==> config.mk <==
export PLATFORM = sky130hd
export DESIGN_NAME = stage_mem_flat
export DESIGN_NICKNAME = d
export VERILOG_FILES = /design/src/rtl/stage_mem_pkg.sv /design/src/rtl/stage_mem_if.sv /design/src/rtl/stage_mem_data_memory.sv /design/src/rtl/stage_mem.sv /design/src/flat_wrapper.sv
export SDC_FILE = /design/constraint.sdc
export NUM_CORES = 2
export LEC_CHECK = 0
export BUFFER_PORTS_ARGS = -buffer_cell sky130_fd_sc_hd__buf_2
export CAP_MARGIN = 30
export CORE_ASPECT_RATIO = 0.5
export CORE_MARGIN = 2
export CORE_UTILIZATION = 45
export DETAILED_ROUTE_END_ITERATION = 8
export PLACE_DENSITY_LB_ADDON = 0.08
export SYNTH_ARGS = -nofsm -noshare
export SYNTH_HDL_FRONTEND = slang
export SYNTH_SLANG_ARGS = --single-unit
==> constraint.sdc <==
create_clock -name clk -period 229.5 [get_ports clk]
set_input_delay 45.9 -clock clk [delete_from_list [all_inputs] [get_ports clk]]
set_output_delay 45.9 -clock clk [all_outputs]
set_load 0.02 [all_outputs]
==> src/rtl/stage_mem_pkg.sv <==
// Shared pipeline package: execute-stage ALU/status constants plus
// memory-stage state type, address base and wait-counter width.
package stage_mem_pkg;

    // ALU commands produced by stage_ex
    localparam logic [3:0] ALU_MOV = 4'b0001;
    localparam logic [3:0] ALU_MVN = 4'b1001;
    localparam logic [3:0] ALU_ADD = 4'b0010;
    localparam logic [3:0] ALU_ADC = 4'b0011;
    localparam logic [3:0] ALU_SUB = 4'b0100;
    localparam logic [3:0] ALU_SBC = 4'b0101;
    localparam logic [3:0] ALU_AND = 4'b0110;
    localparam logic [3:0] ALU_ORR = 4'b0111;
    localparam logic [3:0] ALU_EOR = 4'b1000;

    // Status register bit positions
    localparam int STATUS_N = 3;
    localparam int STATUS_Z = 2;
    localparam int STATUS_C = 1;
    localparam int STATUS_V = 0;

    localparam logic [31:0] ADDR_BASE_DEF = 32'd1024;
    localparam int          WAIT_W        = 4;

    typedef enum logic [1:0] {
        IDLE,
        ACCESS,
        DONE
    } mem_state_t;

endpackage

==> src/rtl/stage_mem_if.sv <==
// Execute-to-memory bundle. master = execute side (drives the *In
// fields), slave = memory stage (drives pass-throughs, memData, ready).
interface stage_mem_if;

    logic        wbEnIn;
    logic        memREnIn;
    logic        memWEnIn;
    logic [31:0] aluRes;
    logic [31:0] valRm;
    logic [3:0]  dest;
    logic        wbEnOut;
    logic        memREnOut;
    logic [31:0] aluResOut;
    logic [3:0]  memDest;
    logic [31:0] memData;
    logic        ready;

    modport master (
        output wbEnIn, memREnIn, memWEnIn,
        output aluRes, valRm, dest,
        input  wbEnOut, memREnOut, aluResOut,
        input  memDest, memData, ready
    );

    modport slave (
        input  wbEnIn, memREnIn, memWEnIn,
        input  aluRes, valRm, dest,
        output wbEnOut, memREnOut, aluResOut,
        output memDest, memData, ready
    );

endinterface

==> src/rtl/stage_mem_data_memory.sv <==
// Word array: synchronous write, combinational read, cleared on reset.
// Ports: clk, rst, we, idx, wdata in; rdata out.
module data_memory #(
    parameter int DEPTH = 64,
    parameter int IDX_W = $clog2(DEPTH)
) (
    input  logic             clk,
    input  logic             rst,
    input  logic             we,
    input  logic [IDX_W-1:0] idx,
    input  logic [31:0]      wdata,
    output logic [31:0]      rdata
);

    logic [31:0] mem [DEPTH];

    always_ff @(posedge clk or posedge rst) begin
        if (rst) begin
            for (int i = 0; i < DEPTH; i++) begin
                mem[i] <= '0;
            end
        end else if (we) begin
            mem[idx] <= wdata;
        end
    end

    assign rdata = mem[idx];

endmodule

==> src/rtl/stage_mem.sv <==
// Memory stage: fixed-latency load/store into data_memory, holds ready
// low while an access is in flight. Ports: clk, rst, bus (slave).
module stage_mem
    import stage_mem_pkg::*;
#(
    parameter int          DEPTH_WORDS = 64,
    parameter logic [31:0] ADDR_BASE   = ADDR_BASE_DEF,
    parameter int          WAIT_CYCLES = 3
) (
    input  logic       clk,
    input  logic       rst,
    stage_mem_if.slave bus
);

    localparam int IDX_W = $clog2(DEPTH_WORDS);
    localparam logic [31:0] SPAN = 32'(4 * DEPTH_WORDS);
    localparam logic [WAIT_W-1:0] CNT_INIT =
        WAIT_W'(WAIT_CYCLES - 1);

    mem_state_t        state;
    mem_state_t        stateNext;
    logic [WAIT_W-1:0] counter;
    logic [31:0]       off;
    logic [31:0]       rdata;
    logic [31:0]       loadData;
    logic [IDX_W-1:0]  idx;
    logic              req;
    logic              inRange;
    logic              doAccess;
    logic              memWe;

    assign bus.wbEnOut   = bus.wbEnIn;
    assign bus.memREnOut = bus.memREnIn;
    assign bus.aluResOut = bus.aluRes;
    assign bus.memDest   = bus.dest;
    assign bus.memData   = loadData;

    assign req = bus.memREnIn | bus.memWEnIn;

    // Unsigned subtract: addresses below the base wrap high and fail
    // the range test; low two bits dropped to force word alignment.
    assign off     = bus.aluRes - ADDR_BASE;
    assign inRange = off < SPAN;
    assign idx     = off[IDX_W+1:2];

    // The request cycle in IDLE is the first low cycle, so ACCESS
    // finishes on the edge where counter steps from 1 to 0.
    always_comb begin
        stateNext = state;
        bus.ready = 1'b1;
        doAccess  = 1'b0;
        unique case (state)
            IDLE: begin
                bus.ready = ~req;
                if (req) begin
                    if (WAIT_CYCLES == 1) begin
                        doAccess  = 1'b1;
                        stateNext = DONE;
                    end else begin
                        stateNext = ACCESS;
                    end
                end
            end
            ACCESS: begin
                bus.ready = 1'b0;
                if (counter == WAIT_W'(1)) begin
                    doAccess  = 1'b1;
                    stateNext = DONE;
                end
            end
            DONE: begin
                stateNext = IDLE;
            end
            default: begin
                stateNext = IDLE;
            end
        endcase
        if (rst) begin
            bus.ready = 1'b1;
        end
    end

    assign memWe = doAccess & bus.memWEnIn & inRange;

    always_ff @(posedge clk or posedge rst) begin
        if (rst) begin
            state    <= IDLE;
            counter  <= '0;
            loadData <= '0;
        end else begin
            state <= stateNext;
            if (state == IDLE && req) begin
                counter <= CNT_INIT;
            end else if (state == ACCESS && counter != '0) begin
                counter <= counter - 1'b1;
            end
            if (doAccess && !bus.memWEnIn) begin
                loadData <= inRange ? rdata : '0;
            end
        end
    end

    data_memory #(
        .DEPTH (DEPTH_WORDS),
        .IDX_W (IDX_W)
    ) uMem (
        .clk   (clk),
        .rst   (rst),
        .we    (memWe),
        .idx   (idx),
        .wdata (bus.valRm),
        .rdata (rdata)
    );

endmodule

==> src/flat_wrapper.sv <==
// flat-port wrapper written by rule: the top's interface ports become plain ports
module stage_mem_flat import stage_mem_pkg::*;
#(
    parameter int          DEPTH_WORDS = 64,
    parameter logic [31:0] ADDR_BASE   = ADDR_BASE_DEF,
    parameter int          WAIT_CYCLES = 3
)
  (clk, rst, bus_wbEnIn, bus_memREnIn, bus_memWEnIn, bus_aluRes, bus_valRm, bus_dest, bus_wbEnOut, bus_memREnOut, bus_aluResOut, bus_memDest, bus_memData, bus_ready);
  stage_mem_if bus_i ();
  input  logic clk;
  input  logic rst;
  input wire logic [$bits(bus_i.wbEnIn)-1:0] bus_wbEnIn;
  input wire logic [$bits(bus_i.memREnIn)-1:0] bus_memREnIn;
  input wire logic [$bits(bus_i.memWEnIn)-1:0] bus_memWEnIn;
  input wire logic [$bits(bus_i.aluRes)-1:0] bus_aluRes;
  input wire logic [$bits(bus_i.valRm)-1:0] bus_valRm;
  input wire logic [$bits(bus_i.dest)-1:0] bus_dest;
  output wire logic [$bits(bus_i.wbEnOut)-1:0] bus_wbEnOut;
  output wire logic [$bits(bus_i.memREnOut)-1:0] bus_memREnOut;
  output wire logic [$bits(bus_i.aluResOut)-1:0] bus_aluResOut;
  output wire logic [$bits(bus_i.memDest)-1:0] bus_memDest;
  output wire logic [$bits(bus_i.memData)-1:0] bus_memData;
  output wire logic [$bits(bus_i.ready)-1:0] bus_ready;
  assign bus_i.wbEnIn = bus_wbEnIn;
  assign bus_i.memREnIn = bus_memREnIn;
  assign bus_i.memWEnIn = bus_memWEnIn;
  assign bus_i.aluRes = bus_aluRes;
  assign bus_i.valRm = bus_valRm;
  assign bus_i.dest = bus_dest;
  assign bus_wbEnOut = bus_i.wbEnOut;
  assign bus_memREnOut = bus_i.memREnOut;
  assign bus_aluResOut = bus_i.aluResOut;
  assign bus_memDest = bus_i.memDest;
  assign bus_memData = bus_i.memData;
  assign bus_ready = bus_i.ready;
  stage_mem #(.DEPTH_WORDS(DEPTH_WORDS), .ADDR_BASE(ADDR_BASE), .WAIT_CYCLES(WAIT_CYCLES)) u_core (.clk(clk), .rst(rst), .bus(bus_i));
endmodule
# Word-level counts from Yosys, hierarchy flattened
# Index checks and enable logic that the tools add are counted.
# totals
word_cells	106
reg_bits	2086
romBits	0
latch_bits	0
output_inout_bits	71
ramBits	0
input_bits	73
n_memories	0
# op_classes
shift	0
mux	16
reduce_logical	9
magnitude_cmp	3
n_addsub	2
mul	0
n_eq_ne	4
n_bitwise	5
div	0
# op_table
op	n
$bwmux W2048	1
$bmux W32 S6	1
$demux W32 S6	1
$mux W32	4
$lt A32 B9 Y1 const B	1
$sub A32 B11 Y32 const B	1
$mux W4	2
$ge A7 B7 Y1 const B	1
$lt A7 B1 Y1 const B	1
$not A6 Y7	1
$eq A4 B1 Y1 const B	1
$logic_and A1 B1 Y1	4
$mux W2	2
$ne A2 B1 Y1 const B	2
$pmux W2 S2	1
$reduce_bool A4 Y1	1
$sub A4 B1 Y4 const B	1
$mux W1	3
$and A1 B1 Y1	2
$eq A2 B1 Y1 const B	1
$logic_not A2 Y1	1
$pmux W1 S2	1
$reduce_and A2 Y1	1
$reduce_bool A2 Y1	1
other kinds (3)	3

# Longest topological paths before layout
# depth
depth_word	7
ltp_mapped	11
depth_no_buf	8

# Modules after synthesis
# From an unflattened synthesis, not the netlist that was laid out.
# unflattened
cells_unflattened	6928
hier_area_um2	93714.9
# modules_own_cells
module	cells_per_inst	area_each_um2	seq_area_each_um2	instances
data_memory	6765	91729.2	51249.2	1
stage_mem	163	1985.7	950.9	1

# Worst setup path after synthesis
# OpenSTA, ideal clock, no wires.
# synth_path
path_kind	input-to-output
from	input bus_memWEnIn
to	output bus_ready
path_buffers	0
arrival_time_ns	46.338
required_ns	183.600
path_stages	2
setup_slack_ns	137.262
cell_sequence	nor3_1 -> or3_1
# synth_between
elab_chain_cells	4
# synth_lines
element	line_no	rtl
start: declaration	flat_wrapper.sv:14	input wire logic [$bits(bus_i.memWEnIn)-1:0] bus_memWEnIn;
$or A1 B1 Y1	stage_mem.sv:38	assign req = bus.memREnIn | bus.memWEnIn;
$not A1 Y1	stage_mem.sv:54	bus.ready = ~req;
$pmux W1 S2	stage_mem.sv:52	unique case (state)
$mux W1	stage_mem.sv:78	if (rst) begin
end: declaration	flat_wrapper.sv:23	output wire logic [$bits(bus_i.ready)-1:0] bus_ready;
# Every way passes these cells.

# Final worst setup path
# layout_path
from	input bus_aluRes[2]
to	output bus_aluResOut[2]
# layout_rtl
element	line_no	rtl
start: declaration	flat_wrapper.sv:15	input wire logic [$bits(bus_i.aluRes)-1:0] bus_aluRes;
end: declaration	flat_wrapper.sv:20	output wire logic [$bits(bus_i.aluResOut)-1:0] bus_aluResOut;
# No word-level cell between the ends.

==> impl_metrics.py <==
metrics = {
    "placement": {
        "place_area_mm2": 0.09946,
        "dp_hpwl_um": 209600,
        "port_buffers": 129,
        "routabilityCongestion": 0.8187,
    },
    "clock_tree": {
        "cts_buffer_depth": 4,
        "cts_max_level": 4,
        "cts_setup_buffers": 0,
        "clkLatencyLatePin_ns": 0.87,
        "clkTransAtPathRegs_ns": 0.06,
        "hold_buffers": 0,
        "root_buffer": "clkbuf_16",
        "post_cts_resized": 0,
        "cts-buffers-inserted": 202,
        "cts_tree": "built",
        "clock-sinks": 2086,
    },
    "sta": {
        "fin_setup_tns_ns": 0,
        "hold_viol": 0,
        "maxSlewViolCount": 0,
        "min_period_over_period": 0.4031,
        "slew_headroom": 0.2639,
        "tightestPinTransition_ns": 1.096,
        "clock_skew_ns": 0.03313,
        "setup-violations-final": 0,
        "rsz0062_at_grt": "false",
        "min_period_ns": 92.50,
        "max_clock_freq_mhz": 10.81,
    },
    "yosys": {
        "synth_top_area_share": 0.5406,
        "synth_most_common_cell": "mux2_2",
        "yosys.area.top_type": "dfrtp_1",
        "synth_edf_count": 0,
        "yosys-top-cells-count": "2,171 x mux2_2, 2,086 x dfrtp_1, 305 x clkbuf_1",
        "synth_area_leaders": "dfrtp_1 54%, mux2_2 25%, mux4_2 3.8%",
        "syn_avg_cell_area_um2": 14.20,
        "syn_inst": 6798,
        "synthArstFlopShare": 1.000,
        "yosysSeqAreaShare": 0.5406,
        "yosysWarnings": 0,
        "synth_flop_cell": "dfrtp_1",
        "ys_types": 70,
        "synth.ff_latch_count": 2086,
        "syn_nets": 6874,
        "synthesis.area_mm2": 0.09655,
    },
    "grt": {
        "antenna_found_initial": 26,
        "grt_pass1_vias": 64360,
        "grt_pass1_wl_um": 505900,
        "grt_usage": 0.3256,
        "grt_max_degree": 186,
        "grt_overflow_total": 0,
    },
    "floorplan": {
        "io_pins": 144,
        "row_count": 120,
        "fp.dieArea_mm2": 0.2185,
        "coreArea_mm2": 0.2137,
        "initial_core_util": 0.4519,
        "dieHeight_um": 331.5,
        "die_x_um": 659.1,
    },
    "detailed_routing": {
        "final_antenna_net_count": 0,
        "avgViaCountPerCell": 6.544,
        "wire_per_inst_um": 37.24,
        "drtIter0Drc": 6990,
        "drtPass1Iterations": 5,
        "drc": 0,
        "num_vias": 63390,
        "routed_wl_um": 360800,
    },
    "worst_setup_path": {
        "crit_slowest_cell": "buf_8",
        "crit_chain": "buf_8 > buf_2",
        "critical_path_peak_fanout": 60,
        "cp.arrival_ns": 46.60,
        "critPathTopFamily": "buffers and inverters",
        "crit_path_end_kind": "output pin",
        "critPathBufInv": 2,
        "critPathRequiredTime_ns": 183.60,
        "start_kind": "input port",
        "crit_type": "input port to output pin",
        "critPathMaxStageDelay_ns": 0.42,
    },
    "power_and_ir_drop": {
        "p_total_w": 0.0007689,
        "ir_drop_mv": 0.005936,
        "p_leak_nw": 52.52,
        "p_per_area_mw_per_mm2": 7.220,
    },
    "finish": {
        "syn_to_final_growth_pct": 10.31,
        "utilization": 0.4985,
        "nFillCells": 18110,
        "drive_above_1_share": 0.4638,
        "fin_nets": 6740,
        "fin_area_mm2": 0.1065,
    },
    "status": {
        "status": "finished, final reports clean",
    },
    "flow_run": {
        "maxCapViolations": 0,
    },
    "hold_path": {
        "hp-class": "flip-flop to flip-flop",
    },
}
==> final timing paths <==
check / start / end / slack, ns / cells past startpoint
min in group asynchronous: rst / u_core.state[0] / 45.25 / 2
worst max-delay path: bus_aluRes[2] / bus_aluResOut[2] / 137.00 / 2
worst min-delay path: u_core.uMem.mem[981] / u_core.uMem.mem[981] / 0.48 / 1
max in group asynchronous: rst / u_core.uMem.mem[1666] / 178.92 / 8
worst min register to register: u_core.uMem.mem[981] / u_core.uMem.mem[981] / 0.48 / 1
worst max register to register: u_core.counter[1] / u_core.uMem.mem[699] / 225.16 / 8
==> routing by layer <==
| metal | share of wire | wire, um | GRT usage | up-vias |
|---|---|---|---|---|
| li1 | - | - | - | 24910 |
| met1 | 0.45 | 161700 | 0.4797 | 34980 |
| met2 | 0.43 | 156200 | 0.4784 | 2863 |
| met3 | 0.083 | 30050 | 0.07009 | 632 |
| met4 | 0.036 | 12870 | 0.1055 | 4 |
| met5 | 0.000064 | 23 | 0 | - |
==> power breakdown <==
group           total, W  switching [W]  internal (W)
clock           0.000349       0.000150      0.000199
sequential      0.000369    0.000000418      0.000368
combinational  0.0000513      0.0000394     0.0000119
total           0.000769       0.000190      0.000579
==> logic make-up (layout without fill, tap and decap cells) <==
group                    Yosys count  in the layout  share of synthesized area
multiplexers                    2623           2623                     0.3226
flip-flops                      2086           2086                     0.5406
AO/OA/AOI/OAI                    905            905                    0.06577
buffers and inverters            770            785                    0.04221
AND/OR/NAND/NOR                  406            406                    0.02790
XOR/XNOR                           5              5                  0.0004536
adder cells (fa/ha/maj)            3              3                  0.0003888
other                              0              7                          0
==> flip-flops by register name (all words and copies together), names as in the netlist <==
signal,cells
u_core.uMem.mem,2048
u_core.counter,4
u_core.bus.memData,32
u_core.state,2
==> placed cells by master (no fill, tap or decap), types with 46 or more instances in the layout <==
cell and n:
a21oi_1 112, a22oi_1 46, buf_2 127, buf_4 244, clkbuf_16 209, clkbuf_8 52, dfrtp_1 2086, mux2_1 133
mux2_2 2171, mux2i_1 158, mux4_2 161, nand2_1 154, nor2_1 86, nor4_4 53, o21ai_0 93, o221ai_1 159
o22ai_1 289
==> per-stage QoR <==
step / setup WS [ns] / hold WS [ns] / cells
4_1_cts: 136.98 / 0.4838 / 9667
3_5_place_dp: 136.98 / 0.4687 / 9314
2_1_floorplan: 124.67 / 0.4345 / 6798
3_3_place_gp: 136.99 / 0.4617 / 9287
5_1_grt: 136.95 / 0.4947 / 9683
6_report: 137.00 / 0.4816 / 9687
==> cell type report <==
cell class	instances	area, um^2	share of cell area
Tap cell	2867	3587	0.03368
Antenna cell	7	17.52	0.0001645
Clock buffer	302	6090	0.05718
Inverter	12	62.56	0.0005874
Clock inverter	51	649.4	0.006097
Multi-Input combinational cell	3942	40450	0.3797
Timing Repair Buffer	420	3453	0.03242
Sequential cell	2086	52200	0.4901
Note: power is estimated with default switching activity, not from simulation.
